File: config.mk
export PLATFORM = sky130hd
export DESIGN_NAME = imem_loader_flat
export DESIGN_NICKNAME = d
export VERILOG_FILES = /design/src/rtl/imem_pkg.sv /design/src/rtl/imem_loader_if.sv /design/src/rtl/word_packer.sv /design/src/rtl/imem_loader.sv /design/src/flat_wrapper.sv
export SDC_FILE = /design/constraint.sdc
export NUM_CORES = 1
export LEC_CHECK = 0
export BUFFER_PORTS_ARGS = -buffer_cell sky130_fd_sc_hd__buf_2
export CAP_MARGIN = 20
export CELL_PAD_IN_SITES_DETAIL_PLACEMENT = 1
export CELL_PAD_IN_SITES_GLOBAL_PLACEMENT = 2
export CORE_AREA = 2 2 122 124
export DETAILED_ROUTE_END_ITERATION = 7
export DIE_AREA = 0 0 124 126
export HOLD_SLACK_MARGIN = 0.08
export PLACE_DENSITY_LB_ADDON = 0.1
export RECOVER_POWER = 25
export SYNTH_ARGS = -nofsm -noshare
export SYNTH_HDL_FRONTEND = slang
export SYNTH_SLANG_ARGS = --single-unit
File: constraint.sdc
create_clock -name clk -period 5.2 [get_ports clk]
set_input_delay 0.26 -clock clk [delete_from_list [all_inputs] [get_ports clk]]
set_output_delay 0.26 -clock clk [all_outputs]
set_load 0.02 [all_outputs]
File: src/rtl/imem_pkg.sv
// rtl/imem_pkg.sv - shared types and constants for the instruction-memory loader
package imem_pkg;

    localparam int LEN_W          = 16;
    localparam int WORD_W         = 32;
    localparam int BYTES_PER_WORD = 4;

    typedef enum logic [2:0] {
        S_LEN_HI,
        S_LEN_LO,
        S_DATA,
        S_FLUSH,
        S_DONE,
        S_ERROR
    } loader_state_t;

endpackage

File: src/rtl/imem_loader_if.sv
// rtl/imem_loader_if.sv - byte stream in and instruction-memory write port out
interface imem_loader_if
    import imem_pkg::*;
#(
    parameter int ADDR_W = 8
) ();

    logic [7:0]        byte_data;
    logic              byte_valid;
    logic              byte_ready;
    logic              mem_we;
    logic [ADDR_W-1:0] mem_addr;
    logic [WORD_W-1:0] mem_wdata;

    // Host/memory side: supplies bytes, observes writes
    modport master (
        output byte_data,
        output byte_valid,
        input  byte_ready,
        input  mem_we,
        input  mem_addr,
        input  mem_wdata
    );

    // Loader side: consumes bytes, drives writes
    modport slave (
        input  byte_data,
        input  byte_valid,
        output byte_ready,
        output mem_we,
        output mem_addr,
        output mem_wdata
    );

endinterface

File: src/rtl/word_packer.sv
// rtl/word_packer.sv - packs four big-endian bytes into one 32-bit word
module word_packer
    import imem_pkg::*;
(
    input  logic              clk,
    input  logic              rst,
    input  logic              clear_i,
    input  logic              byte_en_i,
    input  logic [7:0]        byte_data_i,
    output logic              word_valid_o,
    output logic [WORD_W-1:0] word_o
);

    logic [1:0]          idx_q, idx_d;
    logic [WORD_W-9:0]   shift_q, shift_d;

    // Byte index and shift register advance on each accepted byte; clear wins
    always_comb begin
        idx_d   = idx_q;
        shift_d = shift_q;
        if (clear_i) begin
            idx_d   = '0;
            shift_d = '0;
        end else if (byte_en_i) begin
            idx_d   = idx_q + 2'd1;
            shift_d = {shift_q[WORD_W-17:0], byte_data_i};
        end
    end

    // State registers
    always_ff @(posedge clk or posedge rst) begin
        if (rst) begin
            idx_q   <= '0;
            shift_q <= '0;
        end else begin
            idx_q   <= idx_d;
            shift_q <= shift_d;
        end
    end

    // The fourth byte completes the word combinationally so the top can register it
    assign word_valid_o = byte_en_i && !clear_i && (idx_q == 2'(BYTES_PER_WORD - 1));
    assign word_o       = {shift_q, byte_data_i};

endmodule

File: src/rtl/imem_loader.sv
// rtl/imem_loader.sv - length-prefixed boot loader that fills instruction memory
module imem_loader
    import imem_pkg::*;
#(
    parameter int ADDR_W = 8
) (
    input  logic             clk,
    input  logic             reset,
    input  logic             start,
    imem_loader_if.slave     bus,
    output logic             cpu_hold,
    output logic             done,
    output logic             error,
    output logic [LEN_W-1:0] words_loaded
);

    // Largest legal LEN is the full memory capacity; one extra bit holds 2^ADDR_W
    localparam logic [LEN_W:0] CAPACITY = (LEN_W + 1)'(1) << ADDR_W;

    loader_state_t     state_q, state_d;
    logic [LEN_W-1:0]  len_q, len_d;
    logic [LEN_W-1:0]  widx_q, widx_d;
    logic              mem_we_q, mem_we_d;
    logic [ADDR_W-1:0] mem_addr_q, mem_addr_d;
    logic [WORD_W-1:0] mem_wdata_q, mem_wdata_d;
    logic [LEN_W-1:0]  wl_q, wl_d;

    logic              ready_c;
    logic              pack_clear;
    logic              pack_en;
    logic              word_valid;
    logic [WORD_W-1:0] word;
    logic [LEN_W-1:0]  len_full;

    // Only DATA feeds the packer; ready is always high there, so valid alone means accept
    assign pack_en  = (state_q == S_DATA) && bus.byte_valid;
    assign len_full = {len_q[LEN_W-1:8], bus.byte_data};

    word_packer u_packer (
        .clk          (clk),
        .rst          (reset),
        .clear_i      (pack_clear),
        .byte_en_i    (pack_en),
        .byte_data_i  (bus.byte_data),
        .word_valid_o (word_valid),
        .word_o       (word)
    );

    // Next-state, memory-port and counter logic
    always_comb begin
        state_d     = state_q;
        len_d       = len_q;
        widx_d      = widx_q;
        mem_we_d    = 1'b0;
        mem_addr_d  = mem_addr_q;
        mem_wdata_d = mem_wdata_q;
        wl_d        = wl_q;
        pack_clear  = 1'b0;
        ready_c     = 1'b0;

        if (mem_we_q && (wl_q != {LEN_W{1'b1}})) begin
            wl_d = wl_q + 1'b1;
        end

        case (state_q)
            S_LEN_HI: begin
                ready_c = 1'b1;
                if (bus.byte_valid) begin
                    len_d[LEN_W-1:8] = bus.byte_data;
                    state_d          = S_LEN_LO;
                end
            end
            S_LEN_LO: begin
                ready_c = 1'b1;
                if (bus.byte_valid) begin
                    len_d[7:0] = bus.byte_data;
                    if (len_full == '0) begin
                        state_d = S_DONE;
                    end else if ({1'b0, len_full} > CAPACITY) begin
                        state_d = S_ERROR;
                    end else begin
                        state_d    = S_DATA;
                        widx_d     = '0;
                        pack_clear = 1'b1;
                    end
                end
            end
            S_DATA: begin
                ready_c = 1'b1;
                if (word_valid) begin
                    mem_we_d    = 1'b1;
                    mem_addr_d  = widx_q[ADDR_W-1:0];
                    mem_wdata_d = word;
                    widx_d      = widx_q + 1'b1;
                    if (widx_q == len_q - 1'b1) begin
                        state_d = S_FLUSH;
                    end
                end
            end
            S_FLUSH: begin
                state_d = S_DONE;
            end
            S_DONE, S_ERROR: begin
                if (start) begin
                    state_d    = S_LEN_HI;
                    len_d      = '0;
                    widx_d     = '0;
                    wl_d       = '0;
                    pack_clear = 1'b1;
                end
            end
            default: begin
                state_d = S_LEN_HI;
            end
        endcase
    end

    // State and datapath registers
    always_ff @(posedge clk or posedge reset) begin
        if (reset) begin
            state_q     <= S_LEN_HI;
            len_q       <= '0;
            widx_q      <= '0;
            mem_we_q    <= 1'b0;
            mem_addr_q  <= '0;
            mem_wdata_q <= '0;
            wl_q        <= '0;
        end else begin
            state_q     <= state_d;
            len_q       <= len_d;
            widx_q      <= widx_d;
            mem_we_q    <= mem_we_d;
            mem_addr_q  <= mem_addr_d;
            mem_wdata_q <= mem_wdata_d;
            wl_q        <= wl_d;
        end
    end

    assign bus.byte_ready = ready_c;
    assign bus.mem_we     = mem_we_q;
    assign bus.mem_addr   = mem_addr_q;
    assign bus.mem_wdata  = mem_wdata_q;

    // CPU is released only once the final write has left the port
    assign cpu_hold     = (state_q != S_DONE);
    assign done         = (state_q == S_DONE);
    assign error        = (state_q == S_ERROR);
    assign words_loaded = wl_q;

endmodule

File: src/flat_wrapper.sv
// flat-port wrapper written by rule: the top's interface ports become plain ports
module imem_loader_flat import imem_pkg::*;
#(
    parameter int ADDR_W = 8
)
  (clk, reset, start, cpu_hold, done, error, words_loaded, bus_byte_data, bus_byte_valid, bus_byte_ready, bus_mem_we, bus_mem_addr, bus_mem_wdata);
  imem_loader_if #(.ADDR_W(ADDR_W)) bus_i ();
  input  logic clk;
  input  logic reset;
  input  logic start;
  output logic cpu_hold;
  output logic done;
  output logic error;
  output logic [LEN_W-1:0] words_loaded;
  input wire logic [$bits(bus_i.byte_data)-1:0] bus_byte_data;
  input wire logic [$bits(bus_i.byte_valid)-1:0] bus_byte_valid;
  output wire logic [$bits(bus_i.byte_ready)-1:0] bus_byte_ready;
  output wire logic [$bits(bus_i.mem_we)-1:0] bus_mem_we;
  output wire logic [$bits(bus_i.mem_addr)-1:0] bus_mem_addr;
  output wire logic [$bits(bus_i.mem_wdata)-1:0] bus_mem_wdata;
  assign bus_i.byte_data = bus_byte_data;
  assign bus_i.byte_valid = bus_byte_valid;
  assign bus_byte_ready = bus_i.byte_ready;
  assign bus_mem_we = bus_i.mem_we;
  assign bus_mem_addr = bus_i.mem_addr;
  assign bus_mem_wdata = bus_i.mem_wdata;
  imem_loader #(.ADDR_W(ADDR_W)) u_core (.clk(clk), .reset(reset), .start(start), .bus(bus_i), .cpu_hold(cpu_hold), .done(done), .error(error), .words_loaded(words_loaded));
endmodule
==> impl_metrics.env, run 1 <==
export IMPL_io_buffer_count=72
export IMPL_root_buffer="clkbuf_16"
export IMPL_synthesis_area_sq_um=5520
export IMPL_power_frac_clock_pct=38.0
export IMPL_setup_viol=0
export IMPL_clock_sinks=118
export IMPL_crit_required_ps=5530
export IMPL_grt_pass1_vias=4494
export IMPL_start_kind="register"
export IMPL_nNetsFinal=629
export IMPL_io_pins=73
export IMPL_gp_congestion=0.854
export IMPL_cts_buffer_depth=2
export IMPL_hold_viol=0
export IMPL_yosys_warnings=0
export IMPL_grt_pass1_wl_um=23800
export IMPL_worst_slew_pin_slew_ps=3340
export IMPL_status="finished, violations left"
export IMPL_start_util_pct=38.6
export IMPL_setup_tns_final_ps=0
export IMPL_synth_area_top_cells="dfrtp_1 54%, nand2_1 8.0%, a22o_1 4.0%"
export IMPL_vias=4285
export IMPL_multiInputGateArea_sq_um=2390
export IMPL_hold_class="in2reg"
export IMPL_syn_nets=565
export IMPL_power_mw=2.91
export IMPL_critPathMaxStageDelay_ps=540
export IMPL_p_switching_mw=0.983
export IMPL_p_int_mw=1.93
export IMPL_drv_cap=1
export IMPL_antenna_cells=0
export IMPL_clock_latency_ps=420
export IMPL_rows=44
export IMPL_grt_max_degree=78
export IMPL_holdWs_ps=104
export IMPL_slew_headroom_pct=-124
export IMPL_switching_share_pct=33.8
export IMPL_grt_util_all_layers_pct=20.0
export IMPL_fmax_mhz=325
export IMPL_ys_flop_type="dfrtp_1"
export IMPL_grt_overflow=0
export IMPL_cts_resized_gates=0
export IMPL_cts_tree="built"
export IMPL_power_density_nw_per_um2=447
export IMPL_finalClockSkew_ps=8.58
export IMPL_finalCriticalPeriod_ps=3080
export IMPL_slew_violations=78
export IMPL_ys_seq_area_share_pct=53.5
export IMPL_fillers=1639
export IMPL_p_leak_nw=3.03
export IMPL_final_cell_mix="118 x nand2_1, 118 x dfrtp_1, 59 x clkbuf_1"
export IMPL_ir_drop_mv=0.218
export IMPL_drt_iter0_markers=189
export IMPL_ant_nets=0
export IMPL_synth_largest_area_cell="dfrtp_1"
export IMPL_die_width_um=124
export IMPL_crit_slowest_cell="nand2_2"
export IMPL_synthCells=549
export IMPL_synth_area_per_cell_sq_um=10.1
export IMPL_h_tree_depth=4
export IMPL_clk_pin_slew_ps=50
export IMPL_ys_types=52
export IMPL_vias_per_cell=5.29
export IMPL_critPathKind="reg2reg"
export IMPL_rsz0062_at_grt="false"
export IMPL_place_hpwl_um=9850
export IMPL_synth_edff_count=0
export IMPL_die_area_sq_um=15600
export IMPL_final_area_sq_um=6510
export IMPL_wire_per_inst_um=17.7
export IMPL_dr_pass1_iters=6
export IMPL_final_seq_area_sq_um=2950
export IMPL_cts_buffers_inserted=17
export IMPL_cp_end_kind="register"
export IMPL_core_sq_um=14300
export IMPL_violations="max-capacitance violations, max-slew violations"
export IMPL_syn2layout_area_growth_pct=18.0
export IMPL_ys_async_sr_fraction_pct=100
export IMPL_postCtsSetupRepairBufs=0
export IMPL_power_frac_comb_pct=21.5
export IMPL_grt_antenna_before_repair=0
export IMPL_ys_seq_elements=118
export IMPL_drive_above_1_share_pct=12.3
export IMPL_dpl_cell_area_sq_um=6020
export IMPL_path_cells="nor4bb_4 > buf_4 > nand2_2 > inv_1 > nand4_1 > or3_1 > a21oi_1"
export IMPL_drc=0
export IMPL_worst_path_max_fanout=41
export IMPL_worstPathArrival_ps=3400
export IMPL_fin_crit_sh_pct=59.1
export IMPL_yosysTopAreaCellShare_pct=53.5
export IMPL_die_y_um=126
export IMPL_p_seq_share_pct=40.4
export IMPL_routed_wl_um=14300
-- cell type report --
class	instances	area share, %
multi-input cells	384	36.7
repair buffers	76	4.92
well taps	184	3.54
clock buffers	20	7.01
flip-flops and latches	118	45.3
clock inverters	12	1.59
inverters	16	0.941
-- logic make-up (layout without fill, tap and decap cells) --
kind of cell               Yosys count  in the layout  share of synthesized area (%)
muxes                               19             19                           3.81
adders and majority gates            4              4                          0.907
xor gates and xnor gates            42             42                           6.67
AOI/OAI and AO/OA                   97             97                           12.9
buffers and inverters               47            124                           3.51
and+or+nand+nor                    222            222                           18.7
DFF                                118            118                           53.5
-- synthesized netlist by cell type, drive strengths merged, types with 4 or more instances --
master,instances
ha,4
nor4,5
nand4,13
nor3,9
or3,6
clkbuf,19
or4,6
o21ai,31
nand3,17
mux2,16
dfrtp,118
a22o,25
xor2,25
buf,12
inv,16
xnor2,17
a21oi,15
nand2,119
nor2,32
-- worst max-delay path, delay by kind of cell, from the launching register on --
family	cells	cell delay (ps)
AND/OR/NAND/NOR	4	1650
buffers and inverters	2	670
flip-flops	1	490
AO/OA/AOI/OAI	1	180
-- power by group through the flow --
stage	sequential [mW]	clock (mW)	combinational (mW)
2_1_floorplan	1.10	0	0.538
3_3_place_gp	1.18	0	0.622
3_5_place_dp	1.19	0	0.636
4_1_cts	1.18	1.13	0.641
5_1_grt	1.20	1.17	0.714
6_report	1.18	1.11	0.626
-- through the flow --
stage                     std cells  setup slack [ps]  utilization (%)
after floorplan                 549              1810                -
after global placement          777              2240             42.0
after detailed placement        777              2050             42.0
after CTS                       810              2000             46.0
after global routing            810              1630             45.5
final                           810              2120             45.5
-- final timing paths --
check | slack (ps) | cells past startpoint | end | startpoint
min | 100 | 2 | u_core.state_q[2]$_DFFE_PP0P_ | start
max | 2120 | 7 | u_core.widx_q[14]$_DFFE_PP0P_ | u_core.state_q[2]$_DFFE_PP0P_
min reg2reg | 480 | 2 | u_core.bus.mem_wdata[20]$_DFFE_PP0P_ | u_core.bus.mem_wdata[20]$_DFFE_PP0P_
min in group asynchronous | 1340 | 3 | u_core.words_loaded[4]$_DFF_PP0_ | reset
max reg2reg | 2120 | 7 | u_core.widx_q[14]$_DFFE_PP0P_ | u_core.state_q[2]$_DFFE_PP0P_
max in group asynchronous | 2190 | 4 | u_core.len_q[7]$_DFFE_PP0P_ | reset
-- what timing repair did --
action	4_1_cts	5_1_grt
setup endpoints to repair	0	0
hold endpoints to repair	1	0
hold buffers	1	0
-- per-layer routing --
metal  GRT usage, %  vias to the layer above  wire length, um
met5              0                        -                0
met4           7.80                        0              236
met3           4.94                       14              630
met2           30.8                       83             6640
met1           27.1                     2143             6820
li1               -                     2045                -
-- state kept, by name (all words and copies together) (netlist names), 2 cells and up --
name                     cells
u_core.bus.mem_addr          8
u_core.bus.mem_wdata        32
u_core.len_q                16
u_core.state_q               3
u_core.u_packer.idx_q        2
u_core.u_packer.shift_q     24
u_core.widx_q               16
u_core.words_loaded         16
(Power assumes the default switching activity.)
==> inputs of run 2 (changes only) <==
--- a/config.mk
+++ b/config.mk
@@ -9,9 +9,9 @@
 export CAP_MARGIN = 20
 export CELL_PAD_IN_SITES_DETAIL_PLACEMENT = 1
 export CELL_PAD_IN_SITES_GLOBAL_PLACEMENT = 2
-export CORE_AREA = 2 2 122 124
+export CORE_AREA = 2 2 126 128
 export DETAILED_ROUTE_END_ITERATION = 7
-export DIE_AREA = 0 0 124 126
+export DIE_AREA = 0 0 128 130
 export HOLD_SLACK_MARGIN = 0.08
 export PLACE_DENSITY_LB_ADDON = 0.1
 export RECOVER_POWER = 25
==> constraint.sdc (replaced) <==
create_clock -name clk -period 3.15 [get_ports clk]
set_input_delay 0.1575 -clock clk [delete_from_list [all_inputs] [get_ports clk]]
set_output_delay 0.1575 -clock clk [all_outputs]
set_load 0.02 [all_outputs]
==> run 2 against run 1 <==
  * Register-to-register slack worse by 1500 ps
  * Sequential share of layout area is 1.9 points lower
  * Utilization fell by 1.4 points
  * Clock power grew 91%
  * Total power up 77%
  * Clock-buffer cell count up 4
  * Final area increased by 4.4%
  * Highest routed layer unchanged
  * The run still ends with max-capacitance violations, max-slew violations left
  * Largest power group is now the clock network
  * Fmax grew 20%
  * Worst hold slack improved by 44 ps
  * Sequential cell count unchanged
==> impl_metrics.env, run 2 (synthesis results as in run 1) <==
export IMPL_status="finished, violations left"
export IMPL_violations="max-capacitance violations, max-slew violations"
export IMPL_drv_cap=1
export IMPL_dp_slack_ps=602
export IMPL_fin_crit_sh_pct=81.1
export IMPL_nNetsFinal=642
export IMPL_slew_violations=119
export IMPL_io_pins=73
export IMPL_vias_per_cell=5.21
export IMPL_cts_buffers_inserted=17
export IMPL_die_width_um=128
export IMPL_clock_latency_ps=420
export IMPL_fmax_mhz=392
export IMPL_setup_tns_final_ps=0
export IMPL_final_area_sq_um=6800
export IMPL_drc=0
export IMPL_grt_antenna_before_repair=0
export IMPL_slew_headroom_pct=-9.31
export IMPL_syn2layout_area_growth_pct=23.2
export IMPL_antenna_cells=0
export IMPL_grt_max_degree=119
export IMPL_grt_overflow=0
export IMPL_dr_pass1_iters=4
export IMPL_holdWs_ps=147
export IMPL_crit_buf_inv=1
export IMPL_power_frac_comb_pct=21.4
export IMPL_p_switching_mw=1.61
export IMPL_cp_end_kind="register"
export IMPL_finalCriticalPeriod_ps=2550
export IMPL_ir_drop_mv=0.416
export IMPL_grt_pass1_wl_um=24400
export IMPL_h_tree_depth=4
export IMPL_wire_per_inst_um=17.6
export IMPL_vias=4327
export IMPL_grt_util_all_layers_pct=19.0
export IMPL_drt_iter0_markers=201
export IMPL_cts_tree="built"
export IMPL_die_area_sq_um=16600
export IMPL_power_mw=5.14
export IMPL_setup_viol=0
export IMPL_grt_pass1_vias=4529
export IMPL_p_seq_share_pct=37.5
export IMPL_hold_class="in2reg"
export IMPL_clk_pin_slew_ps=50
export IMPL_routed_wl_um=14700
export IMPL_dpl_cell_area_sq_um=6070
export IMPL_place_hpwl_um=10000
export IMPL_start_kind="register"
export IMPL_cpLargestDelayFamily="simple AND/OR/NAND/NOR gates"
export IMPL_critPathKind="reg2reg"
export IMPL_final_cell_mix="118 x nand2_1, 118 x dfrtp_1, 71 x buf_2"
export IMPL_core_sq_um=15400
export IMPL_drive_above_1_share_pct=21.0
export IMPL_largest_reg_flops=32
export IMPL_root_buffer="clkbuf_16"
export IMPL_critPathMaxStageDelay_ps=500
export IMPL_io_buffer_count=72
export IMPL_worstPathArrival_ps=2890
export IMPL_finalClockSkew_ps=8.35
export IMPL_p_int_mw=3.53
export IMPL_power_frac_clock_pct=41.2
export IMPL_p_leak_nw=3.38
export IMPL_crit_slowest_cell="dfrtp_1"
export IMPL_worst_slew_pin_slew_ps=1640
export IMPL_die_y_um=130
export IMPL_switching_share_pct=31.4
export IMPL_cts_buffer_depth=2
export IMPL_crit_required_ps=3490
export IMPL_worst_path_max_fanout=16
export IMPL_rows=46
export IMPL_clock_sinks=118
export IMPL_hold_viol=0
export IMPL_path_cells="nor4bb_4 > nand2_2 > inv_1 > nand4_1 > or3_1 > a21oi_1"
export IMPL_gp_congestion=0.804
export IMPL_worst_slack_ps=596
export IMPL_ant_nets=0
export IMPL_rsz0062_at_grt="false"
export IMPL_power_density_nw_per_um2=757
export IMPL_start_util_pct=35.8
[run 2: changes by cell type in the layout (fill, tap and decap cells not counted)]
cell,change
buf_2,+57
clkbuf_4,+1
clkbuf_1,-53
bufinv_16,+4
clkinv_2,-4
clkinv_4,-2
inv_6,-1
dlygate4sd3_1,+9
clkinvlp_2,-1
buf_4,+3
[run 2: worst reg2reg max path, delay by kind of cell, from the launching register on]
| family | cells | cell delay [ps] |
|---|---|---|
| compound gates | 1 | 160 |
| simple gates | 4 | 1360 |
| flops | 1 | 500 |
| buf+inv | 1 | 460 |
[run 2: metal layers]
| metal | routed length, um | up-vias | GRT usage [%] |
|---|---|---|---|
| met2 | 6930 | 77 | 30.3 |
| met4 | 204 | 0 | 6.21 |
| met1 | 6970 | 2175 | 25.5 |
| li1 | - | 2059 | - |
| met3 | 551 | 16 | 4.72 |
| met5 | 0 | - | 0 |
[run 2: final timing paths]
check / from / to / slack [ps] / depth (start not counted)
worst max-delay path: u_core.state_q[2]$_DFFE_PP0P_ / u_core.widx_q[12]$_DFFE_PP0P_ / 600 / 6
worst min-delay path: bus_byte_valid / u_core.state_q[1]$_DFFE_PP0P_ / 150 / 3
worst max register to register: u_core.state_q[2]$_DFFE_PP0P_ / u_core.widx_q[12]$_DFFE_PP0P_ / 600 / 6
worst min register to register: u_core.bus.mem_wdata[10]$_DFFE_PP0P_ / u_core.bus.mem_wdata[10]$_DFFE_PP0P_ / 470 / 2
max in group asynchronous: reset / u_core.bus.mem_wdata[6]$_DFFE_PP0P_ / 1220 / 4
min in group asynchronous: reset / u_core.words_loaded[11]$_DFF_PP0_ / 900 / 4
[run 2: cell type report]
cell class / count / area (sq um)
clock buffer: 24 / 472
clock inverter: 8 / 170
fill: 1751 / 8630
inverter: 16 / 63.8
multi-input combinational: 384 / 2390
sequential: 118 / 2950
tap: 192 / 240
timing repair buffer: 89 / 512
[run 2: power groups by stage]
stage | registers (mW) | logic, mW | clock network (mW)
after global routing | 1.97 | 1.25 | 2.24
after detailed placement | 1.96 | 1.10 | 0
after CTS | 1.93 | 1.12 | 2.16
final | 1.93 | 1.10 | 2.12
after global placement | 1.94 | 1.08 | 0
after floorplan | 1.82 | 0.889 | 0
[run 2: metrics by stage]
| step | instances | util (%) |
|---|---|---|
| floorplan | 549 | - |
| global placement | 789 | 39.3 |
| detailed placement | 789 | 39.3 |
| CTS | 831 | 44.2 |
| global route | 831 | 44.1 |
| finish | 831 | 44.1 |
[run 2: what timing repair did]
item | in CTS | in global routing
hold endpoints to repair | 143 | 0
setup buffers | 0 | 0
gates resized for setup | 0 | 0
hold buffers | 10 | 0
==> inputs of run 3 (changes only) <==
--- a/config.mk
+++ b/config.mk
@@ -9,9 +9,9 @@
 export CAP_MARGIN = 20
 export CELL_PAD_IN_SITES_DETAIL_PLACEMENT = 1
 export CELL_PAD_IN_SITES_GLOBAL_PLACEMENT = 2
-export CORE_AREA = 2 2 126 128
+export CORE_AREA = 2 2 133 135
 export DETAILED_ROUTE_END_ITERATION = 7
-export DIE_AREA = 0 0 128 130
+export DIE_AREA = 0 0 135 137
 export HOLD_SLACK_MARGIN = 0.08
 export PLACE_DENSITY_LB_ADDON = 0.1
 export RECOVER_POWER = 25
==> constraint.sdc (replaced) <==
create_clock -name clk -period 2.3 [get_ports clk]
set_input_delay 0.115 -clock clk [delete_from_list [all_inputs] [get_ports clk]]
set_output_delay 0.115 -clock clk [all_outputs]
set_load 0.02 [all_outputs]
==> run 3 against run 2 <==
  * The flow finishes with violations (negative setup slack)
  * Clock-buffer cell count down 5
  * Register-to-register slack worse by 700 ps
  * Routed wire length up 5.7%
  * Clock power up 19%
  * Final cell count up 7.8%
  * Critical path type unchanged
  * Worst hold slack worse by 50 ps
==> impl_metrics.env, run 3 (synthesis results as in run 1) <==
export IMPL_utilization_pct=41.3
export IMPL_clock_sinks=118
export IMPL_worst_slew_pin_slew_ps=1070
export IMPL_ant_nets=0
export IMPL_fmax_mhz=416
export IMPL_grt_antenna_before_repair=1
export IMPL_endpoint="u_core.state_q[0]$_DFFE_PP0P_"
export IMPL_dpl_cell_count=845
export IMPL_setup_viol=1
export IMPL_io_buffer_count=72
export IMPL_place_hpwl_um=10900
export IMPL_grt_max_degree=77
export IMPL_rows=48
export IMPL_drive_above_1_share_pct=26.2
export IMPL_worstSetupPathDepth=6
export IMPL_worst_slack_ps=-104
export IMPL_io_pins=73
export IMPL_nNetsFinal=674
export IMPL_ir_drop_mv=0.600
export IMPL_wire_per_inst_um=17.3
export IMPL_reg2reg_slack_ps=-100
export IMPL_worstPathArrival_ps=2730
export IMPL_cp_end_kind="register"
export IMPL_start_kind="register"
export IMPL_vias=4484
export IMPL_finalClockSkew_ps=9.54
export IMPL_cp_startpoint="u_core.len_q[12]$_DFFE_PP0P_"
export IMPL_grt_util_all_layers_pct=17.7
export IMPL_critPathMaxStageDelay_ps=530
export IMPL_core_sq_um=17100
export IMPL_layout_commonest_cell="nand2_1"
export IMPL_crit_top_cell="or4_4"
export IMPL_r2r_end="u_core.state_q[0]$_DFFE_PP0P_"
export IMPL_grt_overflow=0
export IMPL_hold_class="in2reg"
export IMPL_hold_viol=0
export IMPL_clk_pin_slew_ps=60
export IMPL_clock_latency_ps=420
export IMPL_status="finished, violations left"
export IMPL_antenna_cells=0
export IMPL_timing_rr_start="u_core.len_q[12]$_DFFE_PP0P_"
export IMPL_p_leak_nw=3.50
export IMPL_worst_path_max_fanout=3
export IMPL_grt_pass1_wl_um=25300
export IMPL_crit_slowest_cell="or4_4"
export IMPL_slew_violations=0
export IMPL_path_cells="or4_4 > or4_4 > xnor2_2 > a311oi_2 > nand4_1 > o31ai_1"
export IMPL_drt_iter0_markers=207
export IMPL_power_mw=7.02
export IMPL_final_cell_mix="118 x nand2_1, 116 x dfrtp_1, 72 x buf_2"
export IMPL_die_area_sq_um=18500
export IMPL_h_tree_depth=4
export IMPL_gp_congestion=0.787
export IMPL_reg2reg_depth=6
export IMPL_fin_crit_sh_pct=105
export IMPL_rsz0062_at_grt="true"
export IMPL_routed_wl_um=15500
export IMPL_cts_buffers_inserted=17
export IMPL_largest_reg_flops=32
export IMPL_power_density_nw_per_um2=997
export IMPL_root_buffer="clkbuf_16"
export IMPL_drv_cap=0
export IMPL_vias_per_cell=5.00
export IMPL_cts_tree="built"
export IMPL_grt_pass1_vias=4702
export IMPL_drc=0
export IMPL_finalCriticalPeriod_ps=2400
export IMPL_fin_cells=896
export IMPL_critPathKind="reg2reg"
export IMPL_start_util_pct=32.4
export IMPL_cpLargestDelayFamily="simple AND/OR/NAND/NOR gates"
export IMPL_crit_required_ps=2630
export IMPL_syn2layout_area_growth_pct=27.6
export IMPL_slew_headroom_pct=28.9
export IMPL_dr_pass1_iters=4
export IMPL_violations="negative setup slack"
export IMPL_die_y_um=137
export IMPL_crit_buf_inv=0
export IMPL_die_width_um=135
export IMPL_cts_buffer_depth=2
==> run 3: cell count changes in the layout (fill, tap and decap cells not counted), sizes merged <==
| cell | delta |
|---|---|
| bufinv | -4 |
| dlygate4sd3 | +1 |
| nand4 | +1 |
| buf | +30 |
| clkinvlp | +3 |
| clkinv | +4 |
| inv | +2 |
| clkbuf | -5 |
==> run 3: per-stage QoR <==
stage | instance area (sq um) | setup TNS [ps] | hold slack [ps] | worst slack, ps
finish | 7040 | -104 | 98.0 | -104
global route | 7040 | -390 | 114 | -196
CTS | 6980 | -27.8 | 88.5 | -27.8
detailed placement | 6300 | -46.1 | 233 | -46.1
global placement | 6300 | 0 | 224 | 47.7
floorplan | 5520 | 0 | 227 | 24.0
==> run 3: what timing repair did <==
| action | 4_1_cts | 5_1_grt |
|---|---|---|
| buffers inserted | 0 | 7 |
| setup endpoints to repair | 1 | 32 |
| cloned | 0 | 1 |
| hold endpoints to repair | 143 | 0 |
| gates resized for setup | 3 | 8 |
| hold buffers | 11 | 0 |
| pin swaps | 1 | 8 |
==> run 3: per-layer routing <==
layer	track usage, %	up-vias	wire length, um	part of all wire [%]
met5	0	-	0	0
met4	6.42	0	217	1.4
met3	4.07	16	533	3.4
met2	28.3	82	7470	48
met1	23.5	2263	7280	47
li1	-	2123	-	-
==> run 3: worst min-delay path by stage <==
stage                        start                           endpoint  slack, ps  cells past startpoint
floorplan                    start      u_core.state_q[2]$_DFFE_PP0P_        230                      1
global placement             reset  u_core.words_loaded[10]$_DFF_PP0_        220                      3
detailed placement           reset   u_core.words_loaded[8]$_DFF_PP0_        230                      3
CTS                 bus_byte_valid      u_core.state_q[1]$_DFFE_PP0P_         90                      3
global route        bus_byte_valid      u_core.state_q[1]$_DFFE_PP0P_        110                      3
finish              bus_byte_valid      u_core.state_q[2]$_DFFE_PP0P_        100                      3
==> run 3: worst reg2reg max path: stages, from the launching register on <==
cell and delay, ps:
dfrtp_1 400, or4_4 530, or4_4 530, xnor2_2 150
a311oi_2 250, nand4_1 170, o31ai_1 270
==> run 3: layout make-up <==
class / instances / area [sq um]
Fill cell: 1953 / 10000
Sequential cell: 118 / 2960
Multi-Input combinational cell: 385 / 2420
Timing Repair Buffer: 120 / 753
Clock buffer: 19 / 443
Tap cell: 225 / 282
Clock inverter: 13 / 125
Inverter: 16 / 61.3
==> run 3: where the power goes <==
group / switching [mW] / internal [mW] / total (mW) / leakage [nW]
Combinational: 1.13 / 0.816 / 1.94 / 1.62
Sequential: 0.243 / 2.30 / 2.54 / 1.62
Clock: 1.01 / 1.52 / 2.53 / 0.262
